--- src/rtl/types_bus0_pkg.sv ---
// Shared bus0 types: AXI4 slave-side and APB channel bundles, PnP descriptor
// and the constants identifying the APB bridge slot on the interconnect.
package types_bus0_pkg;

  localparam int CFG_SYSBUS_ID_BITS   = 5;
  localparam int CFG_SYSBUS_USER_BITS = 1;

  localparam int          CFG_BUS0_XSLV_APB       = 7;
  localparam logic [15:0] VENDOR_OPTIMITI         = 16'h00F1;
  localparam logic [15:0] OPTIMITI_AXI2APB_BRIDGE = 16'h0208;
  localparam logic [63:0] CFG_BUS0_APB_ADDR_START = 64'h0000_0000_1000_0000;
  localparam logic [63:0] CFG_BUS0_APB_ADDR_END   = 64'h0000_0000_1010_0000;

  typedef struct packed {
    logic [7:0]  xindex;
    logic [15:0] vid;
    logic [15:0] did;
    logic [63:0] addr_start;
    logic [63:0] addr_end;
  } dev_config_type;

  typedef struct packed {
    logic [63:0] addr;
    logic [7:0]  len;
    logic [2:0]  size;
    logic [1:0]  burst;
    logic [2:0]  prot;
  } axi4_metadata_type;

  typedef struct packed {
    logic                            aw_valid;
    axi4_metadata_type               aw_bits;
    logic [CFG_SYSBUS_ID_BITS-1:0]   aw_id;
    logic [CFG_SYSBUS_USER_BITS-1:0] aw_user;
    logic                            w_valid;
    logic [63:0]                     w_data;
    logic                            w_last;
    logic [7:0]                      w_strb;
    logic [CFG_SYSBUS_USER_BITS-1:0] w_user;
    logic                            b_ready;
    logic                            ar_valid;
    axi4_metadata_type               ar_bits;
    logic [CFG_SYSBUS_ID_BITS-1:0]   ar_id;
    logic [CFG_SYSBUS_USER_BITS-1:0] ar_user;
    logic                            r_ready;
  } axi4_slave_in_type;

  typedef struct packed {
    logic                            aw_ready;
    logic                            w_ready;
    logic                            b_valid;
    logic [1:0]                      b_resp;
    logic [CFG_SYSBUS_ID_BITS-1:0]   b_id;
    logic [CFG_SYSBUS_USER_BITS-1:0] b_user;
    logic                            ar_ready;
    logic                            r_valid;
    logic [1:0]                      r_resp;
    logic [63:0]                     r_data;
    logic                            r_last;
    logic [CFG_SYSBUS_ID_BITS-1:0]   r_id;
    logic [CFG_SYSBUS_USER_BITS-1:0] r_user;
  } axi4_slave_out_type;

  typedef struct packed {
    logic [31:0] paddr;
    logic        pwrite;
    logic [31:0] pwdata;
    logic [3:0]  pstrb;
    logic        psel;
    logic        penable;
    logic [2:0]  pprot;
  } apb_in_type;

  typedef struct packed {
    logic [31:0] prdata;
    logic        pready;
    logic        pslverr;
  } apb_out_type;

endpackage

--- src/rtl/axi2apb_bus0_bridge_pkg.sv ---
// Bridge-private state: FSM encoding, the register bundle with its reset
// value, and the per-beat AXI address step (kept inside one 4 KB page).
package axi2apb_bus0_bridge_pkg;
  import types_bus0_pkg::*;

  typedef enum logic [2:0] {IDLE, W_WAIT, SETUP, ACCESS, R_OUT, B_OUT} state_t;

  localparam logic [1:0] BURST_FIXED = 2'd0;
  localparam logic [1:0] BURST_INCR  = 2'd1;
  localparam logic [1:0] BURST_WRAP  = 2'd2;
  localparam logic [1:0] RESP_OKAY   = 2'b00;
  localparam logic [1:0] RESP_SLVERR = 2'b10;

  typedef struct packed {
    state_t                          state;
    logic [31:0]                     addr;
    logic [7:0]                      len;
    logic [2:0]                      size;
    logic [1:0]                      burst;
    logic [2:0]                      prot;
    logic [CFG_SYSBUS_ID_BITS-1:0]   id;
    logic [CFG_SYSBUS_USER_BITS-1:0] user;
    logic                            write;
    logic [7:0]                      cnt;
    logic                            half;
    logic                            err;
    logic [63:0]                     wdata;
    logic [7:0]                      wstrb;
    logic [63:0]                     rdata;
  } axi2apb_registers;

  localparam axi2apb_registers axi2apb_r_reset = '{state: IDLE, default: '0};

  function automatic logic [11:0] next_addr(input logic [2:0]  size,
                                            input logic [1:0]  burst,
                                            input logic [7:0]  len,
                                            input logic [11:0] addr);
    logic [11:0] incr;
    logic [15:0] wrap_bytes;
    logic [11:0] mask;
    incr       = 12'd1 << size;
    wrap_bytes = ({8'd0, len} + 16'd1) << size;
    mask       = wrap_bytes[11:0] - 12'd1;
    case (burst)
      BURST_FIXED: next_addr = addr;
      BURST_WRAP:  next_addr = (addr & ~mask) | ((addr + incr) & mask);
      default:     next_addr = addr + incr;
    endcase
  endfunction

endpackage

--- src/rtl/axi2apb_bus0_bridge.sv ---
// AXI4 slave to APB master bridge: one burst at a time, each 64-bit beat is
// carried as one APB transfer (size<3) or two 32-bit halves (size=3).
module axi2apb_bus0_bridge
  import types_bus0_pkg::*;
  import axi2apb_bus0_bridge_pkg::*;
#(
  parameter int hindex = 0,
  parameter int APB_AW = 32
) (
  input  logic               i_clk,
  input  logic               i_nrst,
  output dev_config_type     o_cfg,
  input  axi4_slave_in_type  i_xslvi,
  output axi4_slave_out_type o_xslvo,
  output apb_in_type         o_apbo,
  input  apb_out_type        i_apbi
);

  localparam logic [31:0] PADDR_MASK = 32'hFFFF_FFFF >> (32 - APB_AW);

  axi2apb_registers                r;
  axi4_metadata_type               req;
  logic [CFG_SYSBUS_ID_BITS-1:0]   req_id;
  logic [CFG_SYSBUS_USER_BITS-1:0] req_user;
  logic                            lane;
  logic                            unused_in;

  // Reads win arbitration, so the request mux follows ar_valid.
  assign req      = i_xslvi.ar_valid ? i_xslvi.ar_bits : i_xslvi.aw_bits;
  assign req_id   = i_xslvi.ar_valid ? i_xslvi.ar_id   : i_xslvi.aw_id;
  assign req_user = i_xslvi.ar_valid ? i_xslvi.ar_user : i_xslvi.aw_user;
  assign lane     = (r.size == 3'd3) ? r.half : r.addr[2];
  assign unused_in = ^{req.addr[63:32], i_xslvi.w_user};

  assign o_cfg = '{xindex:     8'(hindex),
                   vid:        VENDOR_OPTIMITI,
                   did:        OPTIMITI_AXI2APB_BRIDGE,
                   addr_start: CFG_BUS0_APB_ADDR_START,
                   addr_end:   CFG_BUS0_APB_ADDR_END};

  // NOTE: synchronous reset and non-blocking assignments only, so every field of r updates together on the edge.
  always_ff @(posedge i_clk) begin
    if (!i_nrst) begin
      r <= axi2apb_r_reset;
    end else begin
      case (r.state)
        IDLE: begin
          if (i_xslvi.ar_valid || i_xslvi.aw_valid) begin
            r.state <= i_xslvi.ar_valid ? SETUP : W_WAIT;
            r.write <= !i_xslvi.ar_valid;
            r.addr  <= req.addr[31:0];
            r.len   <= req.len;
            r.size  <= req.size;
            r.burst <= req.burst;
            r.prot  <= req.prot;
            r.id    <= req_id;
            r.user  <= req_user;
            r.cnt   <= req.len;
            r.half  <= 1'b0;
            r.err   <= 1'b0;
          end
        end
        W_WAIT: begin
          if (i_xslvi.w_valid) begin
            r.wdata <= i_xslvi.w_data;
            r.wstrb <= i_xslvi.w_strb;
            // A wlast that disagrees with the beat count poisons the whole burst.
            r.err   <= r.err | (i_xslvi.w_last != (r.cnt == 8'd0));
            r.state <= SETUP;
          end
        end
        SETUP: r.state <= ACCESS;
        ACCESS: begin
          if (i_apbi.pready) begin
            r.err <= r.err | i_apbi.pslverr;
            if (!r.write) begin
              if (r.size == 3'd3 && r.half) r.rdata[63:32] <= i_apbi.prdata;
              else if (lane)                r.rdata <= {i_apbi.prdata, 32'h0};
              else                          r.rdata <= {32'h0, i_apbi.prdata};
            end
            if (r.size == 3'd3 && !r.half) begin
              r.half  <= 1'b1;
              r.state <= SETUP;
            end else begin
              r.half       <= 1'b0;
              r.addr[11:0] <= next_addr(r.size, r.burst, r.len, r.addr[11:0]);
              if (!r.write) begin
                r.state <= R_OUT;
              end else if (r.cnt == 8'd0) begin
                r.state <= B_OUT;
              end else begin
                r.cnt   <= r.cnt - 8'd1;
                r.state <= W_WAIT;
              end
            end
          end
        end
        R_OUT: begin
          if (i_xslvi.r_ready) begin
            r.err <= 1'b0;
            if (r.cnt == 8'd0) begin
              r.state <= IDLE;
            end else begin
              r.cnt   <= r.cnt - 8'd1;
              r.state <= SETUP;
            end
          end
        end
        B_OUT: if (i_xslvi.b_ready) r.state <= IDLE;
        default: r.state <= IDLE;
      endcase
    end
  end

  // NOTE: every output gets a default first so no path leaves one unassigned (no latches).
  always_comb begin
    o_xslvo          = '0;
    o_xslvo.ar_ready = (r.state == IDLE);
    o_xslvo.aw_ready = (r.state == IDLE) && !i_xslvi.ar_valid;
    o_xslvo.w_ready  = (r.state == W_WAIT);
    o_xslvo.r_valid  = (r.state == R_OUT);
    o_xslvo.r_data   = r.rdata;
    o_xslvo.r_resp   = r.err ? RESP_SLVERR : RESP_OKAY;
    o_xslvo.r_last   = (r.cnt == 8'd0);
    o_xslvo.r_id     = r.id;
    o_xslvo.r_user   = r.user;
    o_xslvo.b_valid  = (r.state == B_OUT);
    o_xslvo.b_resp   = r.err ? RESP_SLVERR : RESP_OKAY;
    o_xslvo.b_id     = r.id;
    o_xslvo.b_user   = r.user;

    o_apbo         = '0;
    o_apbo.paddr   = ((r.size == 3'd3) ? {r.addr[31:3], r.half, 2'b00} : r.addr) & PADDR_MASK;
    o_apbo.pwrite  = r.write;
    o_apbo.pwdata  = lane ? r.wdata[63:32] : r.wdata[31:0];
    o_apbo.pstrb   = lane ? r.wstrb[7:4]   : r.wstrb[3:0];
    o_apbo.psel    = (r.state == SETUP) || (r.state == ACCESS);
    o_apbo.penable = (r.state == ACCESS);
    o_apbo.pprot   = r.prot;
  end

endmodule

--- config.mk ---
export PLATFORM = sky130hd
export DESIGN_NAME = axi2apb_bus0_bridge
export DESIGN_NICKNAME = d
export VERILOG_FILES = /design/src/rtl/types_bus0_pkg.sv /design/src/rtl/axi2apb_bus0_bridge_pkg.sv /design/src/rtl/axi2apb_bus0_bridge.sv
export SDC_FILE = /design/constraint.sdc
export NUM_CORES = 1
export LEC_CHECK = 0
export CAP_MARGIN = 20
export CORE_AREA = 2 2 237 239
export DETAILED_ROUTE_END_ITERATION = 10
export DIE_AREA = 0 0 239 241
export PLACE_DENSITY_LB_ADDON = 0.3
export SYNTH_ARGS = -nofsm -noshare
export SYNTH_HDL_FRONTEND = slang
export SYNTH_SLANG_ARGS = --single-unit
--- constraint.sdc ---
create_clock -name i_clk -period 2.9 [get_ports i_clk]
set_input_delay 0.58 -clock i_clk [delete_from_list [all_inputs] [get_ports i_clk]]
set_output_delay 0.58 -clock i_clk [all_outputs]
set_load 0.005 [all_outputs]
Word level (Yosys, flattened, before mapping)
Cells that the tools add are included.
Storage, ports and cells
  output and inout bits: 328
  word-level logic and storage cells: 105
  input bits: 287
  flip-flop bits (word level): 204
Operators by class
  shift operators: 2
  bitwise gates (word level): 8
  muxes and demuxes: 36
  reductions and logical operators: 22
  add/sub/neg operators: 4
  equality and inequality tests: 16
Operator list (number)
  $mux 73: 1
  $mux 68: 1
  $mux 32: 2
  $mux 64: 1
  $mux 48: 1
  $pmux 12 s2: 2
  $mux 8: 4
  $and 12x12->12: 2
  $mux 12: 2
  $mux 3: 8
  $pmux 8 s3: 1
  $pmux 3 s6: 1
  $reduce_and 5->1: 3
  $add 12x12->12: 1
  $not 12->12: 1
  $or 12x12->12: 1
  $shl 1x3->12 const A: 1
  $shl 9x3->12: 1
  $sub 12x1->12 const B: 1
  $mux 10: 1
  $ne 2x2->1 const B: 5
  $add 8x1->9 const B: 1
  $eq 3x2->1 const B: 3
  $logic_not 8->1: 1
  26 further kinds: 42

Longest topological paths before layout
  word-level depth: 10
  mapped depth: 14

Worst setup path after synthesis
No wires, ideal clock.
  path type: register to register
  start: register r[158] (netlist name)
  end: register (tool-made name)
  library setup time: 0.117 ns
  clock period less this slack: 2.925 ns
  path buffers: 2
  arrival time: 2.808 ns
  cell stages (with the launch flop): 15
  path slack: -0.025 ns
  path through: dfxtp_1 buf_2 buf_2 nor2_1 ha_1 fa_1 a21o_1 a21oi_1 nor2b_1 o21a_1 o41a_1 nand3_1 xor2_1 a31oi_1 o22a_1
RTL lines
  start, declared: line axi2apb_bus0_bridge.sv:21  | axi2apb_registers r;
  start signal, assigned: line axi2apb_bus0_bridge.sv:44  | r <= axi2apb_r_reset;

==> results.ini <==
[outcome]
status = finished clean

[sta]
fin_crit_ns = 2.810
clock_skew_ns = 0.02046
hold_ws_ns = 0.4049
period_share_pct = 96.90
timing.fmax_mhz = 355.9
maxSlewHeadroom_pct = 60.26
fin_ws_ns = 0.08993
max_slew.worst_pin.slew_ns = 0.5898
final_hold_viol_count = 0
finalSetupViolations = 0
report.final.slew_viol_count = 0
rsz0062_at_grt = yes

[cts]
cts_tree = built
root_buffer = clkbuf_16
cts_inserted_buffers = 25
cts_hold_buf = 0
cts.clk_slew.worst_paths_ns = 0.06
cts_buffer_depth = 3
clk_latency_ns = 0.56
clock_sinks = 204
ctsHtreeMaxLevel = 1

[job]
maxCapViolCount = 0

[synth]
synth_area_per_cell_um2 = 7.948
synth-xor-area-share_pct = 1.522
yosys.area_share.simple_pct = 19.89
ys_seq_area_share_pct = 32.26
synthMuxAreaShare_pct = 3.884
synth-seq-cells = 204
syn_inst = 1593
yosys_warnings = 0
synth.distinct_cells = 77
synth-async-reset-ratio_pct = 0
synth_fa_ha_area_share_pct = 1.344
syn-cell-area_um2 = 12660
synth_top_family_by_area = buffers and inverters
synth_ff_type = dfxtp_1
synth-compound-area-share_pct = 20.36
synth_edf_count = 0

[place]
port_buffers = 379
gp_congestion = 0.8607
dp_hpwl_mm = 30.25
place_ws_ns = 0.05722
dp.cells = 2520

[worst_setup_path]
critical_path.top_delay_family = buffers and inverters
path_cells = buf_6, nor2b_4, nand2_4, nand2_4, and2_4, inv_12, buf_16, buf_4, nand2_1, nand2_1, dlygate4sd2_1
setup.worst_path.start_class = flip-flop
critPathSlowestCell = dfxtp_2
worst-setup-path-type = reg -> out
crit_arrival_ns = 2.23
cp_slowest_stage_delay_ns = 0.32
critPathBufInv = 5
cp_max_fo = 5
worstPathRequired_ns = 2.32
end_kind = primary output

[detailed_routing]
firstDrtPassIters = 5
wl_per_cell_um = 16.21
dr.max_layer_used = met4
wl_met1_mm = 17.37
drt-total-wl_mm = 41.99
drt_iter0_markers = 530
drc = 0
route.met2.wl_mm = 20.45
dr_wl_met3_mm = 3.160
postRouteAntennaNets = 0
num_vias = 11160
viasPerCell = 4.308

[finish]
antenna_cells = 0
area_growth_pct = 36.90
finalNonFillerCells = 2591
layout_common_cells = nand2_1, clkdlybuf4s50_1, dfxtp_1
nFillCells = 5818
finalNetCount = 2168
final_common_cell = nand2_1
drive_gt1_share_pct = 10.97

[floorplanning]
die_w_um = 239
start_util_pct = 23.07
fp.dieH_um = 241
coreArea_um2 = 54880
io_pins = 615
dieArea_um2 = 57600
rows = 86

[global_route]
grt_overflow = 0
grt_pass1_wl_mm = 61.52
grt_antenna_before_repair = 0
grt_max_degree = 106
track_usage_pct = 13.61
grt_pass1_vias = 10670

[power_and_ir_drop]
p_leak_uw = 0.007202
ir_worst_vdd_mv = 0.3930
powerDensity_nw_per_um2 = 629.4

[min_path]
holdCritPathClass = in -> reg

[registers in the layout (all words and copies together) (netlist names), named ones only]
register,flops
r,118
o_xslvo,70
o_apbo,4
[kinds of logic (layout without fill, tap and decap cells)]
family	count (synthesis)	in the layout
simple gates	565	565
buf+inv	408	534
compound gates	330	330
flops	204	204
mux	49	49
xor+xnor	22	22
fa+ha+maj	13	13
other cells	2	170
[metrics by stage]
step | TNS (ns) | total power, uW | area (um^2) | util, %
after floorplan | 0 | 6080 | 13290 | -
after global placement | 0 | 7486 | 16050 | 29.25
after detailed placement | 0 | 7522 | 16050 | 29.25
after CTS | -0.3090 | 10940 | 17140 | 31.24
after global routing | -0.06198 | 11590 | 17330 | 31.58
final | 0 | 10910 | 17330 | 31.58
[report_power, final]
group	switching, uW	internal [uW]	leakage (uW)
Sequential	320	3170	0.00166
Combinational	2200	2160	0.00515
Clock	1300	1760	0.000383
[timing repair]
item | CTS | global route
setup buffers | 16 | 7
setup endpoints to repair | 41 | 45
gates cloned | 5 | 0
pin swaps | 2 | 17
resized for setup | 95 | 63
[final timing paths]
kind,cells after the start,startpoint,end,slack (ns)
worst min register to register,2,r[135]$_SDFFE_PN0P_,r[135]$_SDFFE_PN0P_,0.46
worst max-delay path,11,r[160]$_SDFFE_PN0P_,o_apbo[30],0.09
worst max register to register,10,r[162]$_SDFFE_PN0P_,flip-flop,0.12
worst min-delay path,2,i_nrst,r[160]$_SDFFE_PN0P_,0.40
[worst register-to-register path, cell delays in order, from the launching register on]
cell and delay [ns]:
dfxtp_2 0.35, buf_6 0.14, nand4_4 0.07, o21a_1 0.22
or3_4 0.42, a311oi_4 0.41, nand4b_2 0.26, nor4_4 0.31
xnor2_1 0.17, nor3b_1 0.23, o22a_1 0.15
[routing by layer]
layer  vias to the layer above  global-route usage, %
met2                       426                  24.56
met1                      5192                  16.00
li1                       5495                      -
met3                        48                  3.260
met4                         0                  3.788
met5                         -                      0
[synthesized netlist by cell type (17+ instances only)]
cell | instances | share of area, %
nand2_1 | 360 | 11
buf_4 | 284 | 17
dfxtp_1 | 204 | 32
a21boi_0 | 106 | 6.3
clkbuf_1 | 84 | 2.5
nor2_1 | 50 | 1.5
mux2i_1 | 48 | 3.8
o211a_1 | 47 | 3.7
nor2b_1 | 46 | 2.3
a21oi_1 | 38 | 1.5
a22oi_1 | 38 | 2.3
nand3_1 | 38 | 1.5
inv_1 | 18 | 0.53
o21ai_0 | 18 | 0.71
nor3_1 | 17 | 0.67
[final cells by class]
| type | instances | area, um^2 | area share, % |
|---|---|---|---|
| multi-input cells | 1149 | 6798 | 39.22 |
| repair buffers | 468 | 4668 | 26.93 |
| flip-flops and latches | 204 | 4096 | 23.63 |
| well taps | 704 | 880.8 | 5.082 |
| clock buffers | 39 | 738.2 | 4.259 |
| inverters | 20 | 90.09 | 0.5197 |
| clock inverters | 7 | 61.31 | 0.3537 |
No activity file was read; power rests on OpenSTA's default activity.
